**src/rtl/seg7_pkg.sv**
```systemverilog
// Shared definitions for the 7-segment capture path.
// Holds the active-low segment patterns (a..g on bits 6..0), the special
// BCD codes for blank and undecodable digits, the capture FSM state
// encoding and the per-digit decode payload.
package seg7_pkg;

  localparam int unsigned SEG_W = 7;
  localparam int unsigned BCD_W = 4;

  localparam logic [SEG_W-1:0] SEG_0     = 7'b0000001;
  localparam logic [SEG_W-1:0] SEG_1     = 7'b1001111;
  localparam logic [SEG_W-1:0] SEG_2     = 7'b0010010;
  localparam logic [SEG_W-1:0] SEG_3     = 7'b0000110;
  localparam logic [SEG_W-1:0] SEG_4     = 7'b1001100;
  localparam logic [SEG_W-1:0] SEG_5     = 7'b0100100;
  localparam logic [SEG_W-1:0] SEG_6     = 7'b0100000;
  localparam logic [SEG_W-1:0] SEG_7     = 7'b0001111;
  localparam logic [SEG_W-1:0] SEG_8     = 7'b0000000;
  localparam logic [SEG_W-1:0] SEG_9     = 7'b0000100;
  localparam logic [SEG_W-1:0] SEG_BLANK = 7'b1111111;

  localparam logic [BCD_W-1:0] BCD_BLANK = 4'hF;
  localparam logic [BCD_W-1:0] BCD_ERR   = 4'hE;

  typedef enum logic [1:0] {
    IDLE,
    STABLE,
    CAPTURED
  } state_e;

  // Decoded digit: BCD value plus invalid-pattern flag.
  typedef struct packed {
    logic [BCD_W-1:0] bcd;
    logic             err;
  } digit_t;

endpackage

```
**src/rtl/seg7_capture_if.sv**
```systemverilog
// Frame handshake bundle between seg7_capture (master) and its consumer
// (slave): out_bcd / out_err (and out_dp when SEG7_CAPTURE_DP_EN is
// defined) qualified by out_valid, accepted with out_ready.
interface seg7_capture_if #(
  parameter int unsigned NDIG = 4
);
  logic [4*NDIG-1:0] out_bcd;
  logic [NDIG-1:0]   out_err;
  logic              out_valid;
  logic              out_ready;
`ifdef SEG7_CAPTURE_DP_EN
  logic [NDIG-1:0]   out_dp;

  modport master (output out_bcd, output out_err, output out_dp,
                  output out_valid, input out_ready);
  modport slave  (input out_bcd, input out_err, input out_dp,
                  input out_valid, output out_ready);
`else
  modport master (output out_bcd, output out_err,
                  output out_valid, input out_ready);
  modport slave  (input out_bcd, input out_err,
                  input out_valid, output out_ready);
`endif
endinterface

```
**src/rtl/seg7_to_bcd.sv**
```systemverilog
// Combinational segment-pattern to BCD decoder.
// Ports: seg_i    - active-low segments a..g on bits 6..0
//        dig_c_o  - {bcd, err}; blank gives BCD_BLANK/err=0,
//                   unknown patterns give BCD_ERR/err=1
module seg7_to_bcd
  import seg7_pkg::*;
(
  input  logic [SEG_W-1:0] seg_i,
  output digit_t           dig_c_o
);

  always_comb begin
    dig_c_o.bcd = BCD_ERR;
    dig_c_o.err = 1'b1;
    case (seg_i)
      SEG_0:     begin dig_c_o.bcd = 4'd0;      dig_c_o.err = 1'b0; end
      SEG_1:     begin dig_c_o.bcd = 4'd1;      dig_c_o.err = 1'b0; end
      SEG_2:     begin dig_c_o.bcd = 4'd2;      dig_c_o.err = 1'b0; end
      SEG_3:     begin dig_c_o.bcd = 4'd3;      dig_c_o.err = 1'b0; end
      SEG_4:     begin dig_c_o.bcd = 4'd4;      dig_c_o.err = 1'b0; end
      SEG_5:     begin dig_c_o.bcd = 4'd5;      dig_c_o.err = 1'b0; end
      SEG_6:     begin dig_c_o.bcd = 4'd6;      dig_c_o.err = 1'b0; end
      SEG_7:     begin dig_c_o.bcd = 4'd7;      dig_c_o.err = 1'b0; end
      SEG_8:     begin dig_c_o.bcd = 4'd8;      dig_c_o.err = 1'b0; end
      SEG_9:     begin dig_c_o.bcd = 4'd9;      dig_c_o.err = 1'b0; end
      SEG_BLANK: begin dig_c_o.bcd = BCD_BLANK; dig_c_o.err = 1'b0; end
      default:   ;
    endcase
  end

endmodule

```
**src/rtl/seg7_capture.sv**
```systemverilog
// Receive side of a multiplexed 7-segment display: samples the segment
// bus and digit enables, debounces each digit, decodes it to BCD and
// assembles a frame published over a valid/ready handshake.
// Ports: clk, rst    - clock, synchronous active-high reset
//        seg_n       - segments a..g (bits 6..0), active low
//        an_n        - digit enables, active low, one-hot-low when legal
//        dp_n        - decimal point, active low (SEG7_CAPTURE_DP_EN only)
//        overrun     - sticky flag: a complete frame was dropped
//        out_if      - frame handshake (master side)
// Optional feature macro: SEG7_CAPTURE_DP_EN adds dp_n / out_dp.
module seg7_capture
  import seg7_pkg::*;
#(
  parameter int unsigned NDIG       = 4,
  parameter int unsigned STABLE_CYC = 4
) (
  input  logic             clk,
  input  logic             rst,
  input  logic [SEG_W-1:0] seg_n,
  input  logic [NDIG-1:0]  an_n,
`ifdef SEG7_CAPTURE_DP_EN
  input  logic             dp_n,
`endif
  output logic             overrun,
  seg7_capture_if.master   out_if
);

  localparam int unsigned IDX_W = (NDIG > 1) ? $clog2(NDIG) : 1;
  localparam int unsigned CNT_W = (STABLE_CYC > 1) ? $clog2(STABLE_CYC) : 1;
`ifdef SEG7_CAPTURE_DP_EN
  localparam int unsigned PIN_W = NDIG + SEG_W + 1;
`else
  localparam int unsigned PIN_W = NDIG + SEG_W;
`endif

  logic [PIN_W-1:0]             pins_c;
  logic [PIN_W-1:0]             smp_q;
  logic [NDIG-1:0]              an_smp_c;
  logic                         legal_c;
  logic [IDX_W-1:0]             idx_c;
  digit_t                       dig_c;
  state_e                       state_q, state_d;
  logic [CNT_W-1:0]             cnt_q, cnt_d;
  logic                         cap_c;
  logic                         publish_c;
  logic [NDIG-1:0]              mask_q, mask_d;
  logic [NDIG-1:0][BCD_W-1:0]   shadow_q;
  logic [NDIG-1:0]              err_sh_q;
`ifdef SEG7_CAPTURE_DP_EN
  logic [NDIG-1:0]              dp_sh_q;

  assign pins_c = {dp_n, an_n, seg_n};
`else
  assign pins_c = {an_n, seg_n};
`endif

  assign an_smp_c  = smp_q[SEG_W +: NDIG];
  assign legal_c   = $onehot(~an_smp_c);
  assign publish_c = &mask_q;

  // Index of the enabled (low) digit in the registered sample.
  always_comb begin
    idx_c = '0;
    for (int i = 0; i < NDIG; i++) begin
      if (!an_smp_c[i]) idx_c = IDX_W'(i);
    end
  end

  seg7_to_bcd u_dec (
    .seg_i   (smp_q[SEG_W-1:0]),
    .dig_c_o (dig_c)
  );

  // FSM state register.
  always_ff @(posedge clk) begin
    if (rst) begin
      state_q <= IDLE;
      cnt_q   <= '0;
    end else begin
      state_q <= state_d;
      cnt_q   <= cnt_d;
    end
  end

  // Debounce FSM: capture once the pins match the sample STABLE_CYC times.
  always_comb begin
    state_d = state_q;
    cnt_d   = cnt_q;
    cap_c   = 1'b0;
    if (!legal_c) begin
      state_d = IDLE;
      cnt_d   = '0;
    end else begin
      case (state_q)
        IDLE: begin
          state_d = STABLE;
          cnt_d   = '0;
        end
        STABLE: begin
          if (pins_c == smp_q) begin
            if (cnt_q == CNT_W'(STABLE_CYC - 1)) begin
              cap_c   = 1'b1;
              state_d = CAPTURED;
              cnt_d   = '0;
            end else begin
              cnt_d = cnt_q + CNT_W'(1);
            end
          end else begin
            cnt_d = '0;
          end
        end
        CAPTURED: begin
          if (pins_c != smp_q) begin
            state_d = STABLE;
            cnt_d   = '0;
          end
        end
        default: begin
          state_d = IDLE;
          cnt_d   = '0;
        end
      endcase
    end
  end

  // A publish edge clears the mask; a capture marks its digit present.
  always_comb begin
    mask_d = publish_c ? '0 : mask_q;
    if (cap_c) mask_d[idx_c] = 1'b1;
  end

  // Sampler, shadow frame and output handshake.
  always_ff @(posedge clk) begin
    if (rst) begin
      smp_q             <= '1;
      mask_q            <= '0;
      shadow_q          <= '0;
      err_sh_q          <= '0;
      overrun           <= 1'b0;
      out_if.out_bcd    <= '0;
      out_if.out_err    <= '0;
      out_if.out_valid  <= 1'b0;
`ifdef SEG7_CAPTURE_DP_EN
      dp_sh_q           <= '0;
      out_if.out_dp     <= '0;
`endif
    end else begin
      smp_q  <= pins_c;
      mask_q <= mask_d;
      if (cap_c) begin
        shadow_q[idx_c] <= dig_c.bcd;
        err_sh_q[idx_c] <= dig_c.err;
`ifdef SEG7_CAPTURE_DP_EN
        dp_sh_q[idx_c]  <= ~smp_q[PIN_W-1];
`endif
      end
      if (publish_c) begin
        if (!out_if.out_valid || out_if.out_ready) begin
          out_if.out_bcd   <= shadow_q;
          out_if.out_err   <= err_sh_q;
          out_if.out_valid <= 1'b1;
`ifdef SEG7_CAPTURE_DP_EN
          out_if.out_dp    <= dp_sh_q;
`endif
        end else begin
          overrun <= 1'b1;
        end
      end else if (out_if.out_valid && out_if.out_ready) begin
        out_if.out_valid <= 1'b0;
      end
    end
  end

endmodule
```
**src/flat_wrapper.sv**
```systemverilog
// flat-port wrapper written by rule: the top's interface ports become plain ports
module seg7_capture_flat import seg7_pkg::*;
#(
  parameter int unsigned NDIG       = 4,
  parameter int unsigned STABLE_CYC = 4
)
  (clk, rst, seg_n, an_n, overrun, out_if_out_bcd, out_if_out_err, out_if_out_valid, out_if_out_ready);
  seg7_capture_if #(.NDIG(NDIG)) out_if_i ();
  input  logic clk;
  input  logic rst;
  input  logic [SEG_W-1:0] seg_n;
  input  logic [NDIG-1:0] an_n;
  output logic overrun;
  output wire logic [$bits(out_if_i.out_bcd)-1:0] out_if_out_bcd;
  output wire logic [$bits(out_if_i.out_err)-1:0] out_if_out_err;
  output wire logic [$bits(out_if_i.out_valid)-1:0] out_if_out_valid;
  input wire logic [$bits(out_if_i.out_ready)-1:0] out_if_out_ready;
  assign out_if_out_bcd = out_if_i.out_bcd;
  assign out_if_out_err = out_if_i.out_err;
  assign out_if_out_valid = out_if_i.out_valid;
  assign out_if_i.out_ready = out_if_out_ready;
  seg7_capture #(.NDIG(NDIG), .STABLE_CYC(STABLE_CYC)) u_core (.clk(clk), .rst(rst), .seg_n(seg_n), .an_n(an_n), .overrun(overrun), .out_if(out_if_i));
endmodule
```
**config.mk**
```make
export PLATFORM = sky130hd
export DESIGN_NAME = seg7_capture_flat
export DESIGN_NICKNAME = d
export VERILOG_FILES = /design/src/rtl/seg7_pkg.sv /design/src/rtl/seg7_capture_if.sv /design/src/rtl/seg7_to_bcd.sv /design/src/rtl/seg7_capture.sv /design/src/flat_wrapper.sv
export SDC_FILE = /design/constraint.sdc
export NUM_CORES = 1
export LEC_CHECK = 0
export ABC_AREA = 1
export CORE_ASPECT_RATIO = 0.8
export CORE_UTILIZATION = 36
export DETAILED_ROUTE_END_ITERATION = 7
export SLEW_MARGIN = 0
export SYNTH_ARGS = -nofsm -noshare
export SYNTH_HDL_FRONTEND = slang
export SYNTH_SLANG_ARGS = --single-unit
```
**constraint.sdc**
```tcl
create_clock -name clk -period 5.4 [get_ports clk]
set_clock_uncertainty 0.2 [all_clocks]
set_input_delay 0.81 -clock clk [delete_from_list [all_inputs] [get_ports clk]]
set_output_delay 0.81 -clock clk [all_outputs]
set_load 0.02 [all_outputs]
```
Yosys cells after proc, flatten, opt, wreduce, memory -nomap -nowiden
Index checks and enable logic that the tools add are counted.
Word-level totals
  output and inout bits: 22
  register bits after elaboration: 61
  bits of input ports: 14
  logic and storage cells: 83
Cells by class
  equality and inequality tests: 20
  reductions and logical operators: 13
  add/sub/neg operators: 4
  muxes and demuxes: 27
  $lt $le $gt $ge: 2
  bitwise logic cells: 4
Operator list (count)
  $pmux W5 S11: 1
  $eq A7 B7 Y1 const B: 3
  $bwmux W16: 1
  $mux W2: 8
  $eq A7 B3 Y1 const B: 2
  $eq A7 B6 Y1 const B: 2
  $mux W4: 3
  $eq A11 B11 Y1: 1
  $ne A11 B11 Y1: 1
  $reduce_and A5 Y1: 2
  $mux W1: 9
  $demux W4 S2: 1
  $eq A7 B1 Y1 const B: 1
  $eq A7 B4 Y1 const B: 1
  $eq A7 B5 Y1 const B: 1
  $logic_not A7 Y1: 1
  $ne A2 B1 Y1 const B: 3
  $pmux W2 S3: 1
  $add A1 B1 Y2: 2
  $bwmux W4: 1
  $eq A2 B2 Y1 const B: 2
  $not A4 Y4: 1
  $or A4 B4 Y4: 1
  $pmux W2 S2: 1
  18 further kinds: 20

Longest topological paths before layout
Gate-level depths: netlist of run 1.
  depth in word-level cells: 9
  depth in mapped cells: 12
  depth with buffers taken out: 11

Modules after synthesis
Synthesis of run 1 repeated with hierarchy kept, for this count alone.
Unflattened totals
  cells, all modules: 408
  area total of the unflattened synthesis: 2892.8 µm²
Modules (own cells, without submodules)
  seg7_capture: cells an instance 351, seq. area each 1221.2 µm², times used 1, area an instance 2623.8 µm²
  seg7_to_bcd: cells an instance 57, seq. area each 0.0 µm², times used 1, area an instance 269.0 µm²

Least setup slack after synthesis of run 1
OpenSTA, ideal clock, no wires.
  kind: register to register
  start point: reg u_core.smp_q[10]
  end point: reg u_core.shadow_q[8] (netlist name)
  required time: 5.087 ns
  stages on the path, launching flop included: 12
  arrival time: 2.305 ns
  setup slack: 2.782 ns
  setup time: 0.113 ns
  clock period less this slack: 2.618 ns
  buffers on the path: 1
  cell sequence: dfxtp_1 -> inv_1 -> ha_1 -> ha_1 -> fa_1 -> nor3_1 -> inv_1 -> nor2_4 -> buf_6 -> nand3_1 -> nand2_1 -> nor2_1
On the way
  word-level cells in the longest chain between the ends: 6
  elaborated cells between the ends (all ways): 15
  classes of those cells: add/sub: 2; order compare: 2; eq/ne: 2; mux: 7; bitwise: 1; reduce/logical: 1
Ends and longest elaborated chain
  start, declared: line seg7_capture.sv:37  | logic [PIN_W-1:0] smp_q;
  start signal, assigned: line seg7_capture.sv:148  | smp_q <= pins_c;
  $mux W2: line seg7_capture.sv:65  | if (!an_smp_c[i]) idx_c = IDX_W'(i);
  $lt A2 B3 Y1 (not written as such) / $ge A2 B1 Y1 (equally long branches): line seg7_capture.sv:151  | shadow_q[idx_c] <= dig_c.bcd;
  $logic_and A1 B1 Y1 (not written as such): line seg7_capture.sv:151
  $mux W4 (not written as such): line seg7_capture.sv:151
  $demux W4 S2
  $bwmux W16: line seg7_capture.sv:151
  end signal, assigned by index: line seg7_capture.sv:151
  end, declared: line seg7_capture.sv:47  | logic [NDIG-1:0][BCD_W-1:0] shadow_q;
Several ways; a longest one is shown, not always the timed one.
A chain may end at the register's enable or synchronous reset.

Worst setup path after layout of run 1
  start point: reg u_core.smp_q[10]
  end point: reg u_core.shadow_q[5] (netlist name)
The elaborated chain is that of the path after synthesis.

==> results.rst, run 1 <==
.. list-table::
   :header-rows: 1

   * - Metric
     - Value
   * - Logic gate share of total power
     - 8.5%
   * - Number of failing setup endpoints in the final timing report
     - 0
   * - Register-to-Register Setup Slack
     - 2450 ps
   * - Min-Delay Endpoint
     - u_core.overrun
   * - Largest net degree at the start of global routing
     - 47
   * - Worst ir drop on vdd
     - 0.000116 V
   * - Critical path startpoint
     - u_core.smp_q[10]
   * - Hold crit path type
     - reg2reg
   * - Area post-placement
     - 3280 um^2
   * - Final instance area
     - 3480 um^2
   * - Clock network power share
     - 43.0%
   * - Buffers inserted during post-CTS setup optimization
     - 0
   * - Portion of total power attributed to sequential cells
     - 48.5%
   * - GR Overflow Total
     - 0
   * - Post-Synthesis Net Count
     - 435
   * - Ratio of cells with drive above 1 in the final layout
     - 9.19%
   * - TritonCTS clock tree
     - yes
   * - Internal Pwr Total
     - 0.699 mW
   * - Number of DRC markers after the initial detailed-route iteration
     - 106
   * - Hold slack final
     - 269 ps
   * - Ordered cell list for the critical path
     - inv_1 > ha_1 > ha_1 > fa_1 > nor3_1 > inv_1 > nor2_4 > nand3_1 > nand2_1 > nor2_1
   * - Cell area power density
     - 273 nW/um^2
   * - Die width
     - 101 um
   * - Pins over their slew limit
     - 0
   * - Switching power of the nets
     - 0.250 mW
   * - Final critical path time including I/O delays and setup
     - 2950 ps
   * - Run status
     - completed
   * - Post-synth design cell area
     - 2840 um^2
   * - Number of instances in the synthesized netlist
     - 415
   * - Worst flop-to-flop path endpoint
     - u_core.shadow_q[5]
   * - Switching fraction of total power
     - 26.4%
   * - Post-CTS Resized
     - 0
   * - Number of global-route vias before repair
     - 2326
   * - First-pass iteration count of the detailed router
     - 4
   * - Slew Limit Headroom
     - 61.8%
   * - Worst Hold Path Cells
     - 2
   * - Number of buffers added to fix hold violations after cts
     - 0
   * - Number of clock buffers inserted by TritonCTS
     - 9
   * - Accumulated negative setup slack
     - 0 ps
   * - Number of buffers on the longest clock path
     - 2
   * - Y dimension of the die
     - 81.4 um
   * - Non-filler cells, final
     - 562
   * - Count of maximum capacitance violations
     - 0
   * - Number of vias after detailed routing
     - 2542
   * - Arrival time at the worst endpoint
     - 3000 ps
   * - Average cell area after synthesis
     - 6.84 um^2
   * - Initial cell density of the core
     - 37.7%
   * - CP endpoint kind
     - register
   * - Worst flop-to-flop path startpoint
     - u_core.smp_q[10]
   * - Warnings from Yosys
     - 0
   * - Clock root cell
     - sky130_fd_sc_hd__clkbuf_8
   * - Placeable core region
     - 7530 um^2
   * - Final period util
     - 54.7%
   * - Average via count per standard cell
     - 4.52
   * - Source of the worst hold timing path
     - u_core.overrun
   * - Pre-CTS worst setup slack
     - 2420 ps
   * - Clock sink count
     - 61
   * - Num rows
     - 28
   * - Number of distinct standard cells referenced by the synthesized netlist
     - 25
   * - Count of input and output buffers
     - 35
   * - Remaining routing DRC violations
     - 0
   * - Count of fill cells added during filler insertion
     - 798
   * - Total GRT Usage
     - 16.6%
   * - Total die area
     - 8250 um^2
   * - Growth of design area from synthesis to finish
     - 22.5%
   * - Clock-pin slew reported for the worst setup and hold paths after clock tree synthesis
     - 70 ps
   * - Leakage Power
     - 1.61 nW
   * - Flop and latch count out of synthesis
     - 61
   * - Final HPWL DP
     - 4280 um
   * - Final number of hold-violating endpoints
     - 0
   * - Cell with the largest stage delay on the worst path
     - sky130_fd_sc_hd__fa_1
   * - Cell count after placement
     - 546
   * - Number of nets at the end of the flow
     - 472
   * - Worst-skew pair later-pin latency
     - 340 ps
   * - CTS H-tree depth
     - 3
   * - Path type of the worst setup path
     - reg2reg
   * - Critical Path Fanout Max
     - 24
   * - Depth of the most critical reg-to-reg path
     - 10
   * - CP Data Required Time
     - 5440 ps
   * - Global placement routability congestion
     - 0.789
   * - Total length of routed wires
     - 5900 um
   * - PnR worst setup slack
     - 2450 ps
   * - Largest delay share family, worst path
     - simple AND/OR/NAND/NOR gates
   * - Average wire per cell in the routed design
     - 10.5 um
   * - Number of nets with antenna violations after detailed routing
     - 0
   * - Unrepaired setup endpoints after global routing
     - no
   * - Post-synthesis sequential area ratio
     - 43.0%
   * - Wire length of the first global-routing pass
     - 10400 um
   * - Top-level port count
     - 36
   * - Number of buffer and inverter stages on the critical path
     - 2
   * - Highest cell delay on the worst timing path
     - 440 ps
   * - Type of origin of the critical path
     - register
   * - Initial antenna violation count
     - 0
   * - Diodes inserted
     - 0
   * - Tightest Pin Transition
     - 571 ps
   * - Top achievable clock speed
     - 0.339 GHz
## cells in the mapped netlist
master	n	share of area (%)
sky130_fd_sc_hd__a21oi_1	8	1.4
sky130_fd_sc_hd__a21oi_2	5	1.5
sky130_fd_sc_hd__buf_1	1	0.13
sky130_fd_sc_hd__buf_6	2	0.79
sky130_fd_sc_hd__clkbuf_1	8	1.1
sky130_fd_sc_hd__clkinv_1	1	0.13
sky130_fd_sc_hd__dfxtp_1	61	43
sky130_fd_sc_hd__fa_1	1	0.71
sky130_fd_sc_hd__ha_1	5	2.2
sky130_fd_sc_hd__inv_1	35	4.6
sky130_fd_sc_hd__inv_2	3	0.40
sky130_fd_sc_hd__nand2_1	94	12
sky130_fd_sc_hd__nand2_2	1	0.22
sky130_fd_sc_hd__nand3_1	29	5.1
sky130_fd_sc_hd__nand4_1	4	0.88
sky130_fd_sc_hd__nand4_2	1	0.44
sky130_fd_sc_hd__nand4_4	1	0.75
sky130_fd_sc_hd__nor2_1	111	15
sky130_fd_sc_hd__nor2_2	6	1.3
sky130_fd_sc_hd__nor2_4	2	0.79
sky130_fd_sc_hd__nor3_1	4	0.71
sky130_fd_sc_hd__o21ai_0	21	3.7
sky130_fd_sc_hd__or2_2	5	1.1
sky130_fd_sc_hd__xnor2_1	5	1.5
sky130_fd_sc_hd__xor2_1	1	0.31
## state kept, by name, indices dropped and copies added (netlist names)
name,count
u_core.out_if.out_bcd,16
u_core.shadow_q,16
u_core.cnt_q,2
u_core.err_sh_q,4
u_core.state_q,2
u_core.out_if.out_valid,1
u_core.overrun,1
u_core.out_if.out_err,4
u_core.mask_q,4
u_core.smp_q,11
## cells by family after synthesis
logic type                 share of synthesized area (%)
buffers and inverters                               7.14
xor gates and xnor gates                            1.85
adders and majority gates                           2.91
and+or+nand+nor                                     38.4
AOI/OAI and AO/OA                                   6.65
DFF                                                 43.0
## cell type report
cell class | count | area, um^2 | area share [%]
clock inverter | 7 | 73.8 | 2.12
inverter | 39 | 146 | 4.21
multi-input combinational | 304 | 1420 | 40.7
tap | 105 | 131 | 3.78
sequential | 61 | 1220 | 35.1
timing repair buffer | 37 | 365 | 10.5
clock buffer | 9 | 124 | 3.56
## per-stage QoR
step           total power, mW  utilization (%)
6_report                 0.949             46.2
5_1_grt                  0.993             46.2
4_1_cts                  0.961             46.2
3_5_place_dp             0.552             43.5
3_3_place_gp             0.551             43.5
2_1_floorplan            0.526                -
## worst max path at each step
stage,endpoint,cells past startpoint
floorplan,u_core.shadow_q[8],11
global placement,u_core.shadow_q[4],10
detailed placement,u_core.shadow_q[5],10
CTS,u_core.shadow_q[4],10
global route,u_core.shadow_q[5],10
finish,u_core.shadow_q[5],10
## power groups by stage
stage               registers (mW)  clock network [mW]  logic [mW]
global route                 0.461               0.439      0.0920
detailed placement           0.471                   0      0.0809
global placement             0.471                   0      0.0796
CTS                          0.461               0.419      0.0812
finish                       0.461               0.408      0.0802
floorplan                    0.470                   0      0.0563
## worst reg2reg max path, stage by stage (launching register included)
cell	delay [ps]
sky130_fd_sc_hd__dfxtp_1	400
sky130_fd_sc_hd__inv_1	90
sky130_fd_sc_hd__ha_1	280
sky130_fd_sc_hd__ha_1	200
sky130_fd_sc_hd__fa_1	440
sky130_fd_sc_hd__nor3_1	400
sky130_fd_sc_hd__inv_1	150
sky130_fd_sc_hd__nor2_4	410
sky130_fd_sc_hd__nand3_1	160
sky130_fd_sc_hd__nand2_1	90
sky130_fd_sc_hd__nor2_1	40
## metal layers
layer  track usage (%)  up-vias  part of all wire (%)
met3              6.13        6                   4.3
met2              26.1       38                    42
met5                 0        -                     0
met1              21.4     1130                    53
li1                  -     1368                     -
met4              4.78        0                  0.93
## cell usage in the layout, fill, tap and decap left out, types with 3 or more instances in the layout
cell and count:
sky130_fd_sc_hd__nor2_1 111, sky130_fd_sc_hd__nand2_1 94, sky130_fd_sc_hd__dfxtp_1 61, sky130_fd_sc_hd__inv_1 35
sky130_fd_sc_hd__clkdlybuf4s50_1 35, sky130_fd_sc_hd__nand3_1 29, sky130_fd_sc_hd__o21ai_0 21, sky130_fd_sc_hd__clkbuf_8 9
sky130_fd_sc_hd__a21oi_1 8, sky130_fd_sc_hd__nor2_2 6, sky130_fd_sc_hd__a21oi_2 5, sky130_fd_sc_hd__xnor2_1 5
sky130_fd_sc_hd__or2_2 5, sky130_fd_sc_hd__ha_1 5, sky130_fd_sc_hd__nor3_1 4, sky130_fd_sc_hd__nand4_1 4
sky130_fd_sc_hd__inv_2 3
No activity file was read; power rests on OpenSTA's default activity.
==> inputs of run 2 (changes only) <==
==> constraint.sdc (replaced) <==
create_clock -name clk -period 3.1 [get_ports clk]
set_clock_uncertainty 0.2 [all_clocks]
set_input_delay 0.465 -clock clk [delete_from_list [all_inputs] [get_ports clk]]
set_output_delay 0.465 -clock clk [all_outputs]
set_load 0.02 [all_outputs]
==> run 2 against run 1 <==
  * Critical path depth unchanged
  * Sequential power up 74%
  * Combinational power up 81%
  * Wire length up 0.71%
  * First-iteration DRC count unchanged
  * Total power up 84%
  * Utilization up 0.53 points
  * Critical path type unchanged
  * Critical endpoint is now u_core.shadow_q[1]
==> results.rst, run 2 (synthesized netlist as in run 1, its figures left out) <==
.. list-table::
   :header-rows: 1

   * - Metric
     - Value
   * - Run status
     - completed
   * - Cell area power density
     - 496 nW/um^2
   * - Most used cells in the layout excluding fill and tap cells
     - 111 x sky130_fd_sc_hd__nor2_1, 94 x sky130_fd_sc_hd__nand2_1, 61 x sky130_fd_sc_hd__dfxtp_1
   * - Clock sink count
     - 61
   * - Wire length of the first global-routing pass
     - 10600 um
   * - Slew Limit Headroom
     - 61.6%
   * - Type of origin of the critical path
     - register
   * - CTS H-tree depth
     - 3
   * - Commonest non-fill, non-tap cell in the layout
     - sky130_fd_sc_hd__nor2_1
   * - Source of the worst hold timing path
     - u_core.overrun
   * - Final HPWL DP
     - 4270 um
   * - Clock root cell
     - sky130_fd_sc_hd__clkbuf_8
   * - Highest cell delay on the worst timing path
     - 430 ps
   * - Clock-pin slew reported for the worst setup and hold paths after clock tree synthesis
     - 70 ps
   * - CP Data Required Time
     - 3150 ps
   * - Hold slack final
     - 272 ps
   * - Number of clock buffers inserted by TritonCTS
     - 9
   * - Hold crit path type
     - reg2reg
   * - Unrepaired setup endpoints after global routing
     - no
   * - Average wire per cell in the routed design
     - 10.5 um
   * - Worst ir drop on vdd
     - 0.000199 V
   * - Remaining routing DRC violations
     - 0
   * - Count of maximum capacitance violations
     - 0
   * - Die width
     - 101 um
   * - Number of buffers added to fix hold violations after cts
     - 0
   * - Num rows
     - 28
   * - Storage cell area
     - 1220 um^2
   * - Area of the multi-input gates
     - 1420 um^2
   * - Diodes inserted
     - 0
   * - Leakage Power
     - 1.63 nW
   * - Accumulated negative setup slack
     - 0 ps
   * - Initial cell density of the core
     - 37.7%
   * - Final period util
     - 89.7%
   * - Buffers inserted during post-CTS setup optimization
     - 0
   * - Count of input and output buffers
     - 35
   * - First-pass iteration count of the detailed router
     - 4
   * - Tightest Pin Transition
     - 575 ps
   * - Number of global-route vias before repair
     - 2446
   * - Ordered cell list for the critical path
     - inv_1 > ha_1 > ha_1 > fa_1 > nor3_1 > inv_1 > nor2_4 > nand3_1 > nand2_1 > nor2_1
   * - Total GRT Usage
     - 16.5%
   * - Cell with the largest stage delay on the worst path
     - sky130_fd_sc_hd__fa_1
   * - Number of DRC markers after the initial detailed-route iteration
     - 106
   * - Number of nets with antenna violations after detailed routing
     - 0
   * - Worst-skew pair later-pin latency
     - 350 ps
   * - Total die area
     - 8250 um^2
   * - Worst flop-to-flop path startpoint
     - u_core.smp_q[10]
   * - Total power draw
     - 1.74 mW
   * - Largest net degree at the start of global routing
     - 47
   * - TritonCTS clock tree
     - yes
   * - Final critical path time including I/O delays and setup
     - 2780 ps
   * - Post-CTS Resized
     - 0
   * - Non-filler cells, final
     - 564
   * - Number of failing setup endpoints in the final timing report
     - 0
   * - Largest delay share family, worst path
     - simple AND/OR/NAND/NOR gates
   * - Critical path startpoint
     - u_core.smp_q[10]
   * - Cell count after placement
     - 548
   * - Global placement routability congestion
     - 0.849
   * - Top-level port count
     - 36
   * - Number of vias after detailed routing
     - 2563
   * - Final number of hold-violating endpoints
     - 0
   * - Number of nets at the end of the flow
     - 474
   * - GR Overflow Total
     - 0
   * - Arrival time at the worst endpoint
     - 2830 ps
   * - Pins over their slew limit
     - 0
   * - Ratio of cells with drive above 1 in the final layout
     - 9.59%
   * - Y dimension of the die
     - 81.4 um
   * - Placeable core region
     - 7530 um^2
   * - Largest regs
     - u_core.out_if.out_bcd (16), u_core.shadow_q (16), u_core.smp_q (11)
   * - CP endpoint kind
     - register
   * - Growth of design area from synthesis to finish
     - 23.9%
   * - Initial antenna violation count
     - 0
   * - Average via count per standard cell
     - 4.54
   * - Total length of routed wires
     - 5940 um
   * - Top achievable clock speed
     - 0.359 GHz
   * - Path type of the worst setup path
     - reg2reg
   * - Number of buffer and inverter stages on the critical path
     - 2
   * - Critical Path Fanout Max
     - 24
   * - Number of buffers on the longest clock path
     - 2
   * - Count of fill cells added during filler insertion
     - 799
-- run 2: changes by cell type in the layout (fill, tap and decap cells not counted) --
cell	before	now
sky130_fd_sc_hd__buf_4	2	4
sky130_fd_sc_hd__bufinv_16	1	2
sky130_fd_sc_hd__clkinv_2	2	1
-- run 2: cell type report --
type                       count  area share, %
multi-input combinational    304           40.2
timing repair buffer          39           10.8
tap                          105           3.74
sequential                    61           34.7
clock inverter                 7           2.81
clock buffer                   9           3.52
inverter                      39           4.16
-- run 2: path summary, 6_finish.rpt --
| kind | slack [ps] | end | cells after the start |
|---|---|---|---|
| worst max-delay path | 320 | u_core.shadow_q[1] | 10 |
| worst min-delay path | 270 | u_core.overrun | 2 |
| worst max register to register | 320 | u_core.shadow_q[1] | 10 |
| worst min register to register | 270 | u_core.overrun | 2 |
-- run 2: metal layers --
layer  GRT usage [%]  up-vias  share of wire, %
met5               0        -                 0
met3            5.36        9               5.3
met1            20.8     1128                50
met2            26.8       55                43
li1                -     1371                 -
met4            5.65        0               1.0
-- run 2: worst min-delay path: cells and delay by family, from the launching register on --
| family | cells | cell delay, ps |
|---|---|---|
| simple gates | 2 | 120 |
| flops | 1 | 330 |
-- run 2: power by group --
group | switching, mW | internal, mW
combinational | 0.0887 | 0.0558
clock | 0.341 | 0.456
sequential | 0.00974 | 0.793
total | 0.440 | 1.30
-- run 2: metrics by stage --
| stage | area (um^2) | util [%] | setup WS [ps] |
|---|---|---|---|
| after floorplan | 2840 | - | 482 |
| after global routing | 3520 | 46.7 | 64.3 |
| after global placement | 3290 | 43.7 | 363 |
| after CTS | 3520 | 46.7 | 315 |
| after detailed placement | 3290 | 43.7 | 324 |
| final | 3520 | 46.7 | 318 |
